File: config.mk
export PLATFORM = sky130hd
export DESIGN_NAME = stopwatch_display_scan
export DESIGN_NICKNAME = d
export VERILOG_FILES = /design/src/rtl/stopwatch_display_scan.sv
export SDC_FILE = /design/constraint.sdc
export NUM_CORES = 1
export LEC_CHECK = 0
export ABC_AREA = 0
export CORE_MARGIN = 1
export CORE_UTILIZATION = 40
export DETAILED_ROUTE_END_ITERATION = 10
export PLACE_DENSITY_LB_ADDON = 0.25
export RECOVER_POWER = 25
export SYNTH_ARGS = -nofsm -noshare
export SYNTH_HDL_FRONTEND = slang
export SYNTH_SLANG_ARGS = --single-unit
File: constraint.sdc
create_clock -name clk -period 3.7 [get_ports clk]
set_input_delay 0.74 -clock clk [delete_from_list [all_inputs] [get_ports clk]]
set_output_delay 0.74 -clock clk [all_outputs]
set_load 0.01 [all_outputs]
File: src/rtl/stopwatch_display_scan.sv
// ---------------------------------------------------------------------------
// stopwatch_display_scan
//
// Purpose:
//   Time-multiplexes the four live stopwatch digits (M.SS.m) or the four lap
//   snapshot digits onto one 4-digit common-anode 7-segment display. Also
//   owns the live/lap view selection, driven by the raw lap and view buttons.
//
//   Each digit owns a slot of REFRESH_DIV clocks. The first GUARD_CYCLES
//   clocks of every slot blank the display so the previous digit's segments
//   never ghost onto the next anode. A lap press shows the lap snapshot for
//   HOLD_SLOTS slots and then reverts to live. A view press pins the lap view
//   until the next view press.
//
// Ports:
//   clk                 in   1  system clock
//   rst                 in   1  asynchronous reset, active-low
//   minutes             in   4  live BCD minutes
//   seconds_msd         in   4  live BCD seconds tens
//   seconds_lsd         in   4  live BCD seconds units
//   ms_msd              in   4  live BCD tenths
//   lap_ct_minutes      in   4  lap BCD minutes
//   lap_ct_seconds_msd  in   4  lap BCD seconds tens
//   lap_ct_seconds_lsd  in   4  lap BCD seconds units
//   lap_ct_ms           in   4  lap BCD tenths
//   lap                 in   1  raw lap button, asynchronous to clk
//   view                in   1  raw view-toggle button, asynchronous to clk
//   an                  out  4  anodes, active-low, an[0] is the rightmost
//   seg                 out  7  segments {g,f,e,d,c,b,a}, active-low
//   dp                  out  1  decimal point, active-low
//   lap_active          out  1  high while lap digits are being displayed
// ---------------------------------------------------------------------------
module stopwatch_display_scan #(
    parameter int REFRESH_DIV  = 100000,
    parameter int GUARD_CYCLES = 16,
    parameter int HOLD_SLOTS   = 3000
) (
    input  logic       clk,
    input  logic       rst,
    input  logic [3:0] minutes,
    input  logic [3:0] seconds_msd,
    input  logic [3:0] seconds_lsd,
    input  logic [3:0] ms_msd,
    input  logic [3:0] lap_ct_minutes,
    input  logic [3:0] lap_ct_seconds_msd,
    input  logic [3:0] lap_ct_seconds_lsd,
    input  logic [3:0] lap_ct_ms,
    input  logic       lap,
    input  logic       view,
    output logic [3:0] an,
    output logic [6:0] seg,
    output logic       dp,
    output logic       lap_active
);

    localparam int DIV_W  = (REFRESH_DIV > 1) ? $clog2(REFRESH_DIV) : 1;
    localparam int HOLD_W = (HOLD_SLOTS > 0) ? $clog2(HOLD_SLOTS + 1) : 1;

    localparam logic [DIV_W-1:0]  DIV_LAST   = DIV_W'(REFRESH_DIV - 1);
    localparam logic [DIV_W-1:0]  GUARD_END  = DIV_W'(GUARD_CYCLES);
    localparam logic [HOLD_W-1:0] HOLD_LOAD  = HOLD_W'(HOLD_SLOTS);

    // View-selection states
    localparam logic [1:0] ST_LIVE   = 2'd0;
    localparam logic [1:0] ST_SHOW   = 2'd1;
    localparam logic [1:0] ST_PINNED = 2'd2;

    // All segments off and the dash shown for non-BCD digit codes
    localparam logic [6:0] SEG_BLANK = 7'h7F;
    localparam logic [6:0] SEG_DASH  = 7'h3F;

    logic              lap_s1, lap_s2, lap_s3;
    logic              view_s1, view_s2, view_s3;
    logic              lap_p, view_p;

    logic [DIV_W-1:0]  div;
    logic [1:0]        slot;
    logic              slot_end;
    logic              slot_start;
    logic              in_guard;

    logic [1:0]        state, state_next;
    logic [HOLD_W-1:0] hold, hold_next;

    logic              use_lap;
    logic [3:0]        digit_next;
    logic [3:0]        digit_q;
    logic [3:0]        digit_shown;
    logic [3:0]        anode_pattern;

    // -----------------------------------------------------------------------
    // Button synchronizers. Two flops bring each raw button into the clk
    // domain; the third flop holds the previous synchronized level so a
    // rising edge yields exactly one pulse, however long the button is held.
    // -----------------------------------------------------------------------
    always_ff @(posedge clk or negedge rst) begin
        if (!rst) begin
            lap_s1  <= 1'b0;
            lap_s2  <= 1'b0;
            lap_s3  <= 1'b0;
            view_s1 <= 1'b0;
            view_s2 <= 1'b0;
            view_s3 <= 1'b0;
        end else begin
            lap_s1  <= lap;
            lap_s2  <= lap_s1;
            lap_s3  <= lap_s2;
            view_s1 <= view;
            view_s2 <= view_s1;
            view_s3 <= view_s2;
        end
    end

    assign lap_p  = lap_s2 & ~lap_s3;
    assign view_p = view_s2 & ~view_s3;

    // -----------------------------------------------------------------------
    // Slot timing: div walks through one slot, slot picks the digit/anode.
    // -----------------------------------------------------------------------
    assign slot_end   = (div == DIV_LAST);
    assign slot_start = (div == '0);
    assign in_guard   = (div < GUARD_END);

    always_ff @(posedge clk or negedge rst) begin
        if (!rst) begin
            div  <= '0;
            slot <= 2'd0;
        end else if (slot_end) begin
            div  <= '0;
            slot <= slot + 2'd1;
        end else begin
            div  <= div + DIV_W'(1);
        end
    end

    // -----------------------------------------------------------------------
    // View selection. A view press always wins over a simultaneous lap press.
    // In SHOW, a fresh lap press restarts the hold count even on the cycle a
    // slot ends, so the reload takes priority over the decrement.
    // -----------------------------------------------------------------------
    always_comb begin
        state_next = state;
        hold_next  = hold;
        case (state)
            ST_LIVE: begin
                if (view_p) begin
                    state_next = ST_PINNED;
                end else if (lap_p) begin
                    state_next = ST_SHOW;
                    hold_next  = HOLD_LOAD;
                end
            end
            ST_SHOW: begin
                if (view_p) begin
                    state_next = ST_PINNED;
                end else if (lap_p) begin
                    hold_next  = HOLD_LOAD;
                end else if (hold == '0) begin
                    state_next = ST_LIVE;
                end else if (slot_end) begin
                    hold_next = hold - HOLD_W'(1);
                    if (hold == HOLD_W'(1)) begin
                        state_next = ST_LIVE;
                    end
                end
            end
            ST_PINNED: begin
                if (view_p) begin
                    state_next = ST_LIVE;
                end
            end
            default: begin
                state_next = ST_LIVE;
                hold_next  = '0;
            end
        endcase
    end

    always_ff @(posedge clk or negedge rst) begin
        if (!rst) begin
            state <= ST_LIVE;
            hold  <= '0;
        end else begin
            state <= state_next;
            hold  <= hold_next;
        end
    end

    // -----------------------------------------------------------------------
    // Digit source for the current slot. Slot 0 is the rightmost digit
    // (tenths), slot 3 the leftmost (minutes).
    // -----------------------------------------------------------------------
    assign use_lap = (state != ST_LIVE);

    always_comb begin
        digit_next = 4'h0;
        case (slot)
            2'd0: digit_next = use_lap ? lap_ct_ms          : ms_msd;
            2'd1: digit_next = use_lap ? lap_ct_seconds_lsd : seconds_lsd;
            2'd2: digit_next = use_lap ? lap_ct_seconds_msd : seconds_msd;
            2'd3: digit_next = use_lap ? lap_ct_minutes     : minutes;
        endcase
    end

    // The digit (and the live/lap choice behind it) is captured once at the
    // start of each slot, so a source or value change mid-slot cannot alter
    // what the lit digit shows until the next slot.
    always_ff @(posedge clk or negedge rst) begin
        if (!rst) begin
            digit_q <= 4'h0;
        end else if (slot_start) begin
            digit_q <= digit_next;
        end
    end

    // On the very first cycle of a slot the capture register still holds the
    // previous slot's digit, so the value being captured is used directly.
    assign digit_shown = slot_start ? digit_next : digit_q;

    always_comb begin
        anode_pattern       = 4'b1111;
        anode_pattern[slot] = 1'b0;
    end

    function automatic logic [6:0] decode_digit(input logic [3:0] value);
        logic [6:0] pattern;
        case (value)
            4'd0:    pattern = 7'h40;
            4'd1:    pattern = 7'h79;
            4'd2:    pattern = 7'h24;
            4'd3:    pattern = 7'h30;
            4'd4:    pattern = 7'h19;
            4'd5:    pattern = 7'h12;
            4'd6:    pattern = 7'h02;
            4'd7:    pattern = 7'h78;
            4'd8:    pattern = 7'h00;
            4'd9:    pattern = 7'h10;
            default: pattern = SEG_DASH;
        endcase
        return pattern;
    endfunction

    // -----------------------------------------------------------------------
    // Registered display pins. The decimal points sit after the seconds-lsd
    // and minutes digits (slots 1 and 3), giving the M.SS.m readout.
    // -----------------------------------------------------------------------
    always_ff @(posedge clk or negedge rst) begin
        if (!rst) begin
            an         <= 4'hF;
            seg        <= SEG_BLANK;
            dp         <= 1'b1;
            lap_active <= 1'b0;
        end else begin
            lap_active <= use_lap;
            if (in_guard) begin
                an  <= 4'hF;
                seg <= SEG_BLANK;
                dp  <= 1'b1;
            end else begin
                an  <= anode_pattern;
                seg <= decode_digit(digit_shown);
                dp  <= ~slot[0];
            end
        end
    end

endmodule
======== Word level (Yosys, flattened, before mapping) ========
Memories as Yosys holds them, arrays and structs flattened.
Cells that the tools add are included.
operators by class
  add/sub/neg operators ................... 3
  magnitude comparators ................... 3
  eq/ne operators ......................... 17
  muxes and demuxes ....................... 28
  bitwise operators ....................... 7
  reduce and logical (&&, ||, !) cells .... 8
operators by type and width
  kind                                                                    number
  12-bit two-way mux                                                      6
  12-bit case mux with 3 select lines                                     1
  4-bit two-way mux                                                       6
  17-bit by 1-bit adder with 17-bit output, second input constant         1
  17-bit equality test, second input constant                             1
  17-bit logical NOT                                                      1
  17-bit by 5-bit < comparator with 1-bit output, second input constant   1
  17-bit two-way mux                                                      1
  2-bit two-way mux                                                       8
  4-bit case mux with 4 select lines                                      1
  12-bit by 1-bit equality test with 1-bit output, second input constant  1
  12-bit logical NOT                                                      1
  3-bit inequality test, second input constant                            4
  12-bit by 1-bit subtractor with 12-bit output, second input constant    1
  2-bit inequality test, second input constant                            4
  4-bit inequality test, second input constant                            2
  7-bit two-way mux                                                       1
  2-bit equality test, second input constant                              3
  2-bit case mux with 3 select lines                                      1
  6-bit AND reduction                                                     1
  5-bit AND reduction                                                     1
  2-bit by 1-bit equality test with 1-bit output, second input constant   2
  2-bit logical NOT                                                       2
  1-bit inverter                                                          4
  9 further kinds                                                         11
word-level totals
  bits in registers ....................... 56
  bits in read-only memories .............. 112
  bits of input ports ..................... 36
  output and inout port bits .............. 13
  logic and storage cells ................. 82
  memories kept ........................... 1
memory list
  memory           words  width  rd ports  clocked after memory_dff  write ports  RTL line  text
  (no name shown)  16     7      1         0                         0            227       case (value)

======== Depth between registers and ports, before layout ========
Gate-level depths: netlist (run 1).
  depth in word-level cells ............... 7
  mapped depth ............................ 12
  gate-level depth less buffers ........... 10

======== Worst setup path after synthesis (run 1) ========
No wires, ideal clock.
  path type ............................... register to register
  start point ............................. reg slot[1]
  end point ............................... reg seg[3]
  library setup time ...................... 0.064 ns
  arrival ................................. 2.311 ns
  required time ........................... 3.636 ns
  path slack .............................. 1.325 ns
  stages on the path, launching flop included .. 10
  path buffers ............................ 2
  clock period less this slack ............ 2.375 ns
  path through ............................ dfrtp_1 inv_1 ha_1 buf_1 a221o_1 a211o_1 a22o_1 buf_6 or4b_4 nand3_1
on the way
  word-level cells in the longest chain between the ends .. 5
  elaborated cells on any way between the ends .. 8
  those cells by class .................... eq/ne: 3; mux: 3; reduce/logical: 1; memory: 1
ends and longest elaborated chain
  item                                         RTL line  text
  from (decl)                                  77        logic [1:0] slot;
  from (signal assigned)                       130       slot <= slot + 2'd1;
  2-bit equality test (tied with other cells)  197       case (slot)
  4-bit case mux with 4 select lines (*)       197
  4-bit two-way mux (*)                        218       assign digit_shown = slot_start ? digit_next : digit_q;
  memory 16 x 7 bit (*)                        --
  7-bit two-way mux (*)                        255       if (in_guard) begin
  to (signal assigned)                         261       seg <= decode_digit(digit_shown);
  to (decl)                                    51        output logic [6:0] seg,
Mark *: on every way between the ends. The rest lies on a longest branch, timed or not.
A chain may end at the register's enable or synchronous reset.

======== Worst setup path after layout (run 1) ========
  start point ............................. reg state[0]
  end point ............................... reg seg[0]
on the way
  word-level cells in the longest chain between the ends .. 6
  elaborated cells on any way between the ends .. 9
  those cells by class .................... mux: 7; reduce/logical: 1; memory: 1
ends and longest elaborated chain
  item                                         RTL line  text
  from (decl)                                  82        logic [1:0] state, state_next;
  from (signal assigned)                       184       state <= state_next;
  2-bit nonzero test (*)                       193       assign use_lap = (state != ST_LIVE);
  4-bit two-way mux, on equally long branches  --
  4-bit case mux with 4 select lines (*)       197
  4-bit two-way mux (*)                        218
  named net digit_shown[3]                     88        logic [3:0] digit_shown;
  memory 16 x 7 bit (*)                        --
  7-bit two-way mux (*)                        255
Mark *: on every way through the listed nets, which the timed path passes. The rest lies on a longest branch.

==> reports/results.txt, run 1 <==
CTS tree = built
CP bufs+invs = 2
# nets final = 394
Post-CTS Setup Inserts = 0
row cnt = 31
# H-tree levels = 2
Slew Viols, Final = 0
Setup crit start = state[0]
Ys Warns = 0
fin crit period = 2.66 ns
# IOs = 49
sum of negative setup slack = 0 ns
library cells used by synthesis = 50
FMAX = 376 MHz
status = completed
dpl hpwl = 4740 um
post-cts resize count = 0
Worst VDD drop = 0.000254 V
WP data arrival = 2.91 ns
DRC = 0
number of port buffers = 48
Slew @ Worst Pin = 1.29 ns
Area contributors post-synth = dfrtp_1, dfstp_2, ha_1, nor2_1, nand2_1
Hold Crit Class = reg2reg
Final Hold Viols = 0
capturing point of the worst reg2reg path = seg[0]
final worst setup slack = 1.04 ns
CP Capture Type = flop
Final Skew = 0.0127 ns
sequential fraction of the synthesis area = 47.8%
area leader, netlist = dfrtp_1
# clock sinks = 56
WL/cell = 14.6 um
most frequent cells in the layout = clkdlybuf4s50_1, dfrtp_1, nor2_1
cell chain of the critical path = nor2_8 -> inv_2 -> a221o_1 -> a211o_1 -> a22oi_2 -> inv_2 -> or4b_4 -> nand3_1
Synth Flop Type = dfrtp_1
Die Wd = 88.0 um
Req. time, crit path = 3.95 ns
vias per cell = 5.27
critical path's top delay family = simple AND/OR/NAND/NOR gates
PD cells = 377 nW/um^2
FFs w/ async S/R, synth = 100%
total CTS buffers = 5
Final GP Congestion = 0.831
CTS Hold Bufs = 0
Post-Syn Nets = 348
first-pass GRT wire length = 10,700 um
Sequential Area = 1420 um^2
gr usage total = 17.8%
Skew-Pair Late Insertion Delay = 0.31 ns
Leak = 1.45 nW
initial antenna violation count = 0
Max Root-Sink Buffers = 2
#FFs+latches synth = 56
max cap viols = 0
P&R area growth vs syn = 22.2%
vias after detailed routing = 2,343
worst r2r src = state[0]
post-place setup slack = 0.859 ns
critical path class = reg2reg
drt first pass iters = 4
Crit path depth = 8
most common cell after layout, fill and taps aside = clkdlybuf4s50_1
number of global-route vias before repair = 2,307
worst-path fanout max = 13
clk slew on worst S/H paths = 0.11 ns
Initial Utilization = 41.1%
grt ovf = 0
M1 GR Usage = 22.8%
post-synthesis cell area = 2960 um^2
post-synth top area share = 37.2%
Worst slew margin = 13.8%
Synth Area per Inst = 9.90 um^2
Final setup viols = 0
last element of the critical path = seg[0]
unrepaired setup endpoints after global routing = false
Fill cells = 701
most frequent CP cell = inv_2
global route hottest layer = met2
Die Y = 88.0 um
Diodes inserted = 0
final wirelength = 6500 um
Post-synth EDFFs = 0
total core area = 7210 um^2
CTS root buffer = clkbuf_8
initial DRC count = 88
FF-to-FF path depth = 8
Min Hold Slack = 0.359 ns
GR Layer Usage met3 = 3.30%
Crit path largest cell delay = 0.59 ns
DIE AREA = 7750 um^2
share of cells above drive strength 1 = 10.1%
area occupied by multi-input gates = 1430 um^2
Final period util = 71.9%
r2r setup slk = 1.04 ns
Startpoint Class = flop
Worst path slowest cell = dfrtp_1
Final ANT Viol Nets = 0
largest net degree at the start of global routing = 33
met2 GRT Util = 31.1%
Cells after Synth = 299
cells by family after synthesis:
kind of cell | Yosys count | share of synthesized area [%]
simple gates | 112 | 19.6
compound gates | 73 | 17.7
flops | 56 | 47.8
buf+inv | 27 | 3.93
xor+xnor | 17 | 5.03
fa+ha+maj | 13 | 5.49
mux | 1 | 0.380
synth_stat cells, types with 2 or more instances:
| library cell | n |
|---|---|
| a211o_1 | 4 |
| a211oi_1 | 3 |
| a21oi_1 | 10 |
| a221o_1 | 8 |
| a22o_1 | 4 |
| a311oi_1 | 4 |
| a31oi_1 | 5 |
| and2_1 | 2 |
| and3_1 | 3 |
| buf_1 | 4 |
| buf_2 | 3 |
| clkbuf_1 | 5 |
| dfrtp_1 | 44 |
| dfstp_2 | 12 |
| ha_1 | 13 |
| inv_1 | 11 |
| inv_2 | 2 |
| nand2_1 | 32 |
| nand2b_1 | 2 |
| nand3_1 | 12 |
| nand4_1 | 4 |
| nor2_1 | 33 |
| nor2b_1 | 2 |
| nor3_1 | 3 |
| nor4_1 | 3 |
| o211ai_1 | 4 |
| o21ai_0 | 12 |
| o21ai_1 | 6 |
| o22a_1 | 7 |
| o41ai_1 | 2 |
| or3_1 | 4 |
| or4_1 | 3 |
| xnor2_1 | 6 |
| xor2_1 | 11 |
sequential cells by signal (all words and copies together), names as in the netlist, 2 cells and up:
name	count
an	4
digit_q	4
div	17
hold	12
seg	7
slot	2
state	2
worst register-to-register path: stages (launching register included):
cell	delay (ns)
dfrtp_1	0.59
nor2_8	0.27
inv_2	0.15
a221o_1	0.29
a211o_1	0.31
a22oi_2	0.23
inv_2	0.13
or4b_4	0.53
nand3_1	0.10
through the flow:
| stage | instance area (um^2) | cells | util, % | power (mW) |
|---|---|---|---|---|
| floorplan | 2960 | 299 | - | 0.923 |
| global placement | 3530 | 437 | 48.9 | 1.04 |
| detailed placement | 3530 | 437 | 48.9 | 1.04 |
| CTS | 3620 | 445 | 50.2 | 1.38 |
| global route | 3620 | 445 | 50.2 | 1.44 |
| finish | 3620 | 445 | 50.2 | 1.36 |
routing by layer:
layer / routed length (um) / vias to the layer above / part of all wire, %
li1: - / 1164 / -
met3: 193 / 5 / 3.0
met1: 3010 / 1140 / 46
met5: 0 / - / 0
met4: 55 / 0 / 0.85
met2: 3240 / 34 / 50
how the worst min path moves through the flow:
| stage | startpoint | to | slack [ns] | cells past startpoint |
|---|---|---|---|---|
| floorplan | lap_s1 | lap_s2 | 0.33 | 0 |
| global placement | lap_s1 | lap_s2 | 0.33 | 0 |
| detailed placement | lap_s1 | lap_s2 | 0.34 | 0 |
| CTS | lap_s1 | lap_s2 | 0.36 | 0 |
| global route | view_s1 | view_s2 | 0.37 | 0 |
| finish | lap_s1 | lap_s2 | 0.36 | 0 |
power breakdown:
group	internal, mW	switching (mW)	total (mW)
clock network	0.137	0.200	0.337
logic	0.141	0.155	0.296
registers	0.671	0.0605	0.732
total	0.949	0.416	1.36
cell type report:
cell class / count / share of cell area [%]
inverters: 13 / 1.35
multi-input cells: 216 / 39.5
clock inverters: 2 / 0.450
flip-flops and latches: 56 / 39.1
repair buffers: 53 / 14.1
clock buffers: 6 / 2.01
well taps: 99 / 3.42
Note: power is estimated with default switching activity, not from simulation.
==> run 2: changes to the inputs <==
clock period = 2.3 ns   (was 3.7 ns; I/O delays follow)
==> run 2 against run 1 <==
  * The flow now finishes with violations (negative setup slack)
  * Global-route usage grew 1.6 points
  * Count of clock-buffer cells in the layout is the same
  * Clock power grew 63%
  * Via count grew 7.3%
  * Flip-flop and latch count is the same
  * Sequential share of layout area shrank 3.7 points
  * Sequential power grew 60%
  * Worst hold slack lost 0.037 ns
  * Cell count grew 8.3%
==> reports/results.txt, run 2 (synthesis results as in run 1) <==
status = finished, violations left
failing checks = negative setup slack
critical path class = reg2reg
Final setup viols = 3
vias per cell = 5.22
Startpoint Class = flop
r2r setup slk = -0.05 ns
worst r2r src = div[11]
Final GP Congestion = 0.832
dpl hpwl = 5050 um
combinational fraction of design power = 24.3%
most frequent cells in the layout = clkdlybuf4s50_1, dfrtp_1, buf_4
Worst VDD drop = 0.000338 V
total power = 2.27 mW
Die Wd = 88.0 um
last element of the critical path = seg[3]
row cnt = 31
FMAX = 425 MHz
Req. time, crit path = 2.55 ns
PD cells = 568 nW/um^2
final non-filler cell total = 482
Sequential Area = 1420 um^2
Max Root-Sink Buffers = 2
Setup crit start = div[11]
# nets final = 431
Leak = 1.66 nW
Final Cell Area = 4000 um^2
final worst setup slack = -0.0540 ns
total CTS buffers = 5
largest net degree at the start of global routing = 38
DRC = 0
Post-DP Area = 3790 um^2
# H-tree levels = 2
initial antenna violation count = 0
capturing point of the worst reg2reg path = seg[3]
final wirelength = 6980 um
area occupied by multi-input gates = 1520 um^2
biggest registers after layout = div (17), hold (12), seg (7)
Fill cells = 643
# IOs = 49
dpl cells = 468
CTS tree = built
Slew Viols, Final = 0
initial DRC count = 106
WL/cell = 14.5 um
clk slew on worst S/H paths = 0.10 ns
most common cell after layout, fill and taps aside = clkdlybuf4s50_1
Diodes inserted = 0
Hold Crit Class = in2async
share of cells above drive strength 1 = 23.8%
Die Y = 88.0 um
fin crit period = 2.35 ns
CTS Hold Bufs = 0
Initial Utilization = 41.1%
worst-path fanout max = 6
total core area = 7210 um^2
vias after detailed routing = 2,515
Top reg by flops = div
WP data arrival = 2.60 ns
drt first pass iters = 4
net switching power = 0.672 mW
# clock sinks = 56
Final ANT Viol Nets = 0
max FFs per register = 17
unrepaired setup endpoints after global routing = true
first-pass GRT wire length = 11,600 um
Skew-Pair Late Insertion Delay = 0.30 ns
post-place setup slack = -0.164 ns
Final Skew = 0.00785 ns
number of port buffers = 48
max cap viols = 0
Final period util = 102%
number of global-route vias before repair = 2,415
grt ovf = 0
sum of negative setup slack = -0.115 ns
P&R area growth vs syn = 34.9%
Final Hold Viols = 0
Seq pwr share = 51.5%
Int Pwr = 1.60 mW
Slew @ Worst Pin = 1.08 ns
DIE AREA = 7750 um^2
clock share of power = 24.2%
FF-to-FF path depth = 7
Worst slew margin = 28.1%
gr usage total = 19.3%
CP Capture Type = flop
CTS root buffer = clkbuf_8
Sw Ratio = 29.6%
[run 2: changes by cell type in the layout (fill, tap and decap cells not counted), moves of 3 or more]
cell      before  now
ha_2           0    3
a311oi_1       4    0
buf_4          5   39
a311oi_2       0    4
ha_1          13    9
[run 2: worst min-delay path by stage]
stage | end | depth (start not counted) | start
6_report | slot[0] | 1 | rst
5_1_grt | lap_s2 | 0 | lap_s1
4_1_cts | lap_active | 1 | rst
3_5_place_dp | lap_s2 | 0 | lap_s1
3_3_place_gp | view_s2 | 0 | view_s1
2_1_floorplan | digit_q[0] | 0 | rst
[run 2: metrics by stage]
stage / utilization [%] / hold slack (ns)
after floorplan: - / 0.164
after global placement: 52.5 / 0.335
after detailed placement: 52.5 / 0.336
after CTS: 54.7 / 0.112
after global routing: 55.4 / 0.358
final: 55.4 / 0.322
[run 2: worst max-delay path: stages (launching register included)]
cell     delay [ns]
dfrtp_1        0.42
nor4_4         0.36
nand4_2        0.18
buf_6          0.17
or2_4          0.26
a22o_4         0.27
or4b_4         0.56
nand3_2        0.07
[run 2: area by class of cell]
cell class / count / area share (%)
multi-input cells: 216 / 38.0
flip-flops and latches: 56 / 35.5
repair buffers: 90 / 19.9
well taps: 99 / 3.10
clock buffers: 6 / 2.07
inverters: 13 / 1.22
clock inverters: 2 / 0.251
[run 2: power groups by stage]
| stage | clock (mW) | combinational, mW | sequential, mW |
|---|---|---|---|
| 2_1_floorplan | 0 | 0.320 | 1.17 |
| 3_3_place_gp | 0 | 0.534 | 1.18 |
| 3_5_place_dp | 0 | 0.542 | 1.19 |
| 4_1_cts | 0.577 | 0.550 | 1.17 |
| 5_1_grt | 0.627 | 0.615 | 1.19 |
| 6_report | 0.550 | 0.551 | 1.17 |
[run 2: metal layers]
layer  part of all wire, %  track usage (%)  up-vias  wire, um
li1                      -                -     1238         -
met1                    45             25.1     1195      3150
met2                    49             33.1       73      3400
met3                   4.7             3.39        9       330
met5                     0                0        -         0
met4                   1.4             5.87        0        98
[run 2: what timing repair did]
action	4_1_cts	5_1_grt
buffers inserted	3	3
resized for setup	7	9
pin swaps	10	9
endpoints found under the setup margin	6	7
==> run 3: changes to the inputs <==
CELL_PAD_IN_SITES_DETAIL_PLACEMENT = 1   (was unset)
CELL_PAD_IN_SITES_GLOBAL_PLACEMENT = 1   (was unset)
CORE_UTILIZATION = 37   (was 40)
==> run 3 against run 2 <==
  * Critical endpoint is now seg[0]
  * Sequential share of layout area decreased by 1.0 points
  * The run still ends with negative setup slack left
  * Combinational power grew 3%
  * Flip-flop and latch count did not move
  * Global-route usage grew 1.1 points
  * Critical path depth increased by 1
  * Setup slack worse by 0.025 ns
  * Highest routed layer unchanged
  * Largest cell class unchanged
  * Worst hold slack better by 0.039 ns
==> reports/results.txt, run 3 (synthesis results as in run 1) <==
status = finished, violations left
failing checks = negative setup slack
Final period util = 103%
final worst setup slack = -0.0794 ns
P&R area growth vs syn = 39.0%
Die Wd = 91.5 um
initial antenna violation count = 0
initial DRC count = 69
dpl hpwl = 5730 um
Worst slew margin = 3.36%
Diodes inserted = 0
CP Capture Type = flop
max cap viols = 0
CP bufs+invs = 2
Max Root-Sink Buffers = 2
Core Util, Final = 53.3%
worst-path fanout max = 5
FMAX = 420 MHz
Skew-Pair Late Insertion Delay = 0.31 ns
Fill cells = 869
Startpoint Class = flop
# IOs = 49
Worst path slowest cell = or4b_4
Final setup viols = 3
post-place setup slack = -0.189 ns
dpl cells = 476
DRC = 0
CTS tree = built
Slew Viols, Final = 0
Hold Crit Class = reg2reg
Die Y = 91.5 um
final non-filler cell total = 489
most common cell after layout, fill and taps aside = clkdlybuf4s50_1
Slew @ Worst Pin = 1.45 ns
Final Skew = 0.00340 ns
# clock sinks = 56
critical path's top delay family = simple AND/OR/NAND/NOR gates
number of port buffers = 48
WP data arrival = 2.64 ns
Final Cell Area = 4120 um^2
WL/cell = 17.0 um
drt first pass iters = 4
number of global-route vias before repair = 2,747
Final GP Congestion = 0.817
Post-DP Area = 3840 um^2
first-pass GRT wire length = 13,700 um
unrepaired setup endpoints after global routing = true
total power = 2.33 mW
cell chain of the critical path = nor4_4 -> nand4_4 -> buf_6 -> or2_4 -> a22oi_2 -> inv_2 -> or4b_4 -> nand3_2
Top reg by flops = div
biggest registers after layout = div (17), hold (12), seg (7)
grt ovf = 0
PD cells = 567 nW/um^2
Final Hold Viols = 0
max FFs per register = 17
vias after detailed routing = 2,603
Initial Utilization = 38.3%
Leak = 1.72 nW
fin crit period = 2.38 ns
Req. time, crit path = 2.56 ns
clk slew on worst S/H paths = 0.11 ns
most frequent cells in the layout = clkdlybuf4s50_1, dfrtp_1, buf_4
total CTS buffers = 5
critical path class = reg2reg
row cnt = 32
CTS root buffer = clkbuf_8
gr usage total = 20.4%
largest net degree at the start of global routing = 31
DIE AREA = 8370 um^2
Final ANT Viol Nets = 0
share of cells above drive strength 1 = 25.1%
# nets final = 435
Worst VDD drop = 0.000287 V
final wirelength = 8320 um
# H-tree levels = 2
total core area = 7730 um^2
vias per cell = 5.32
Crit path largest cell delay = 0.55 ns
-- run 3: layout make-up --
type | instances | area (um^2) | share of cell area, %
inverters | 13 | 51.3 | 1.25
multi-input cells | 216 | 1570 | 38.2
clock buffers | 6 | 82.6 | 2.01
clock inverters | 2 | 15.0 | 0.365
well taps | 102 | 128 | 3.10
repair buffers | 94 | 848 | 20.6
flip-flops and latches | 56 | 1420 | 34.4
-- run 3: layer usage --
metal  vias up  share of wire (%)  track usage [%]
li1       1253                  -                -
met1      1295                 45             26.0
met2        51                 51             36.8
met3         4                3.7             3.02
met4         0               0.60             3.57
met5         -                  0                0
-- run 3: worst paths after layout --
kind | startpoint | endpoint | slack, ns | depth (start not counted)
worst max-delay path | div[4] | seg[0] | -0.08 | 8
worst min-delay path | lap_s1 | lap_s2 | 0.36 | 0
worst max register to register | div[4] | seg[0] | -0.08 | 8
worst min register to register | lap_s1 | lap_s2 | 0.36 | 0
max in group asynchronous | rst | hold[11] | 0.40 | 2
min in group asynchronous | rst | seg[3] | 0.41 | 1
-- run 3: power breakdown --
group | internal, mW | switching [mW] | total [mW] | leakage, nW
registers | 1.08 | 0.0932 | 1.17 | 0.675
logic | 0.282 | 0.287 | 0.570 | 0.998
clock network | 0.245 | 0.345 | 0.590 | 0.0434
total | 1.61 | 0.725 | 2.33 | 1.72
-- run 3: timing repair --
item,4_1_cts,5_1_grt
hold endpoints to repair,0,0
gates cloned,0,0
setup endpoints to repair,7,13
pin swaps,10,7
buffers inserted,1,4
gates resized for setup,13,13
hold buffers,0,0
-- run 3: metrics by stage --
stage                     setup TNS [ns]  hold slack [ns]
after floorplan                        0            0.164
after global placement            -0.802            0.333
after detailed placement           -1.09            0.336
after CTS                         -0.170            0.246
after global routing              -0.689            0.370
final                             -0.160            0.361
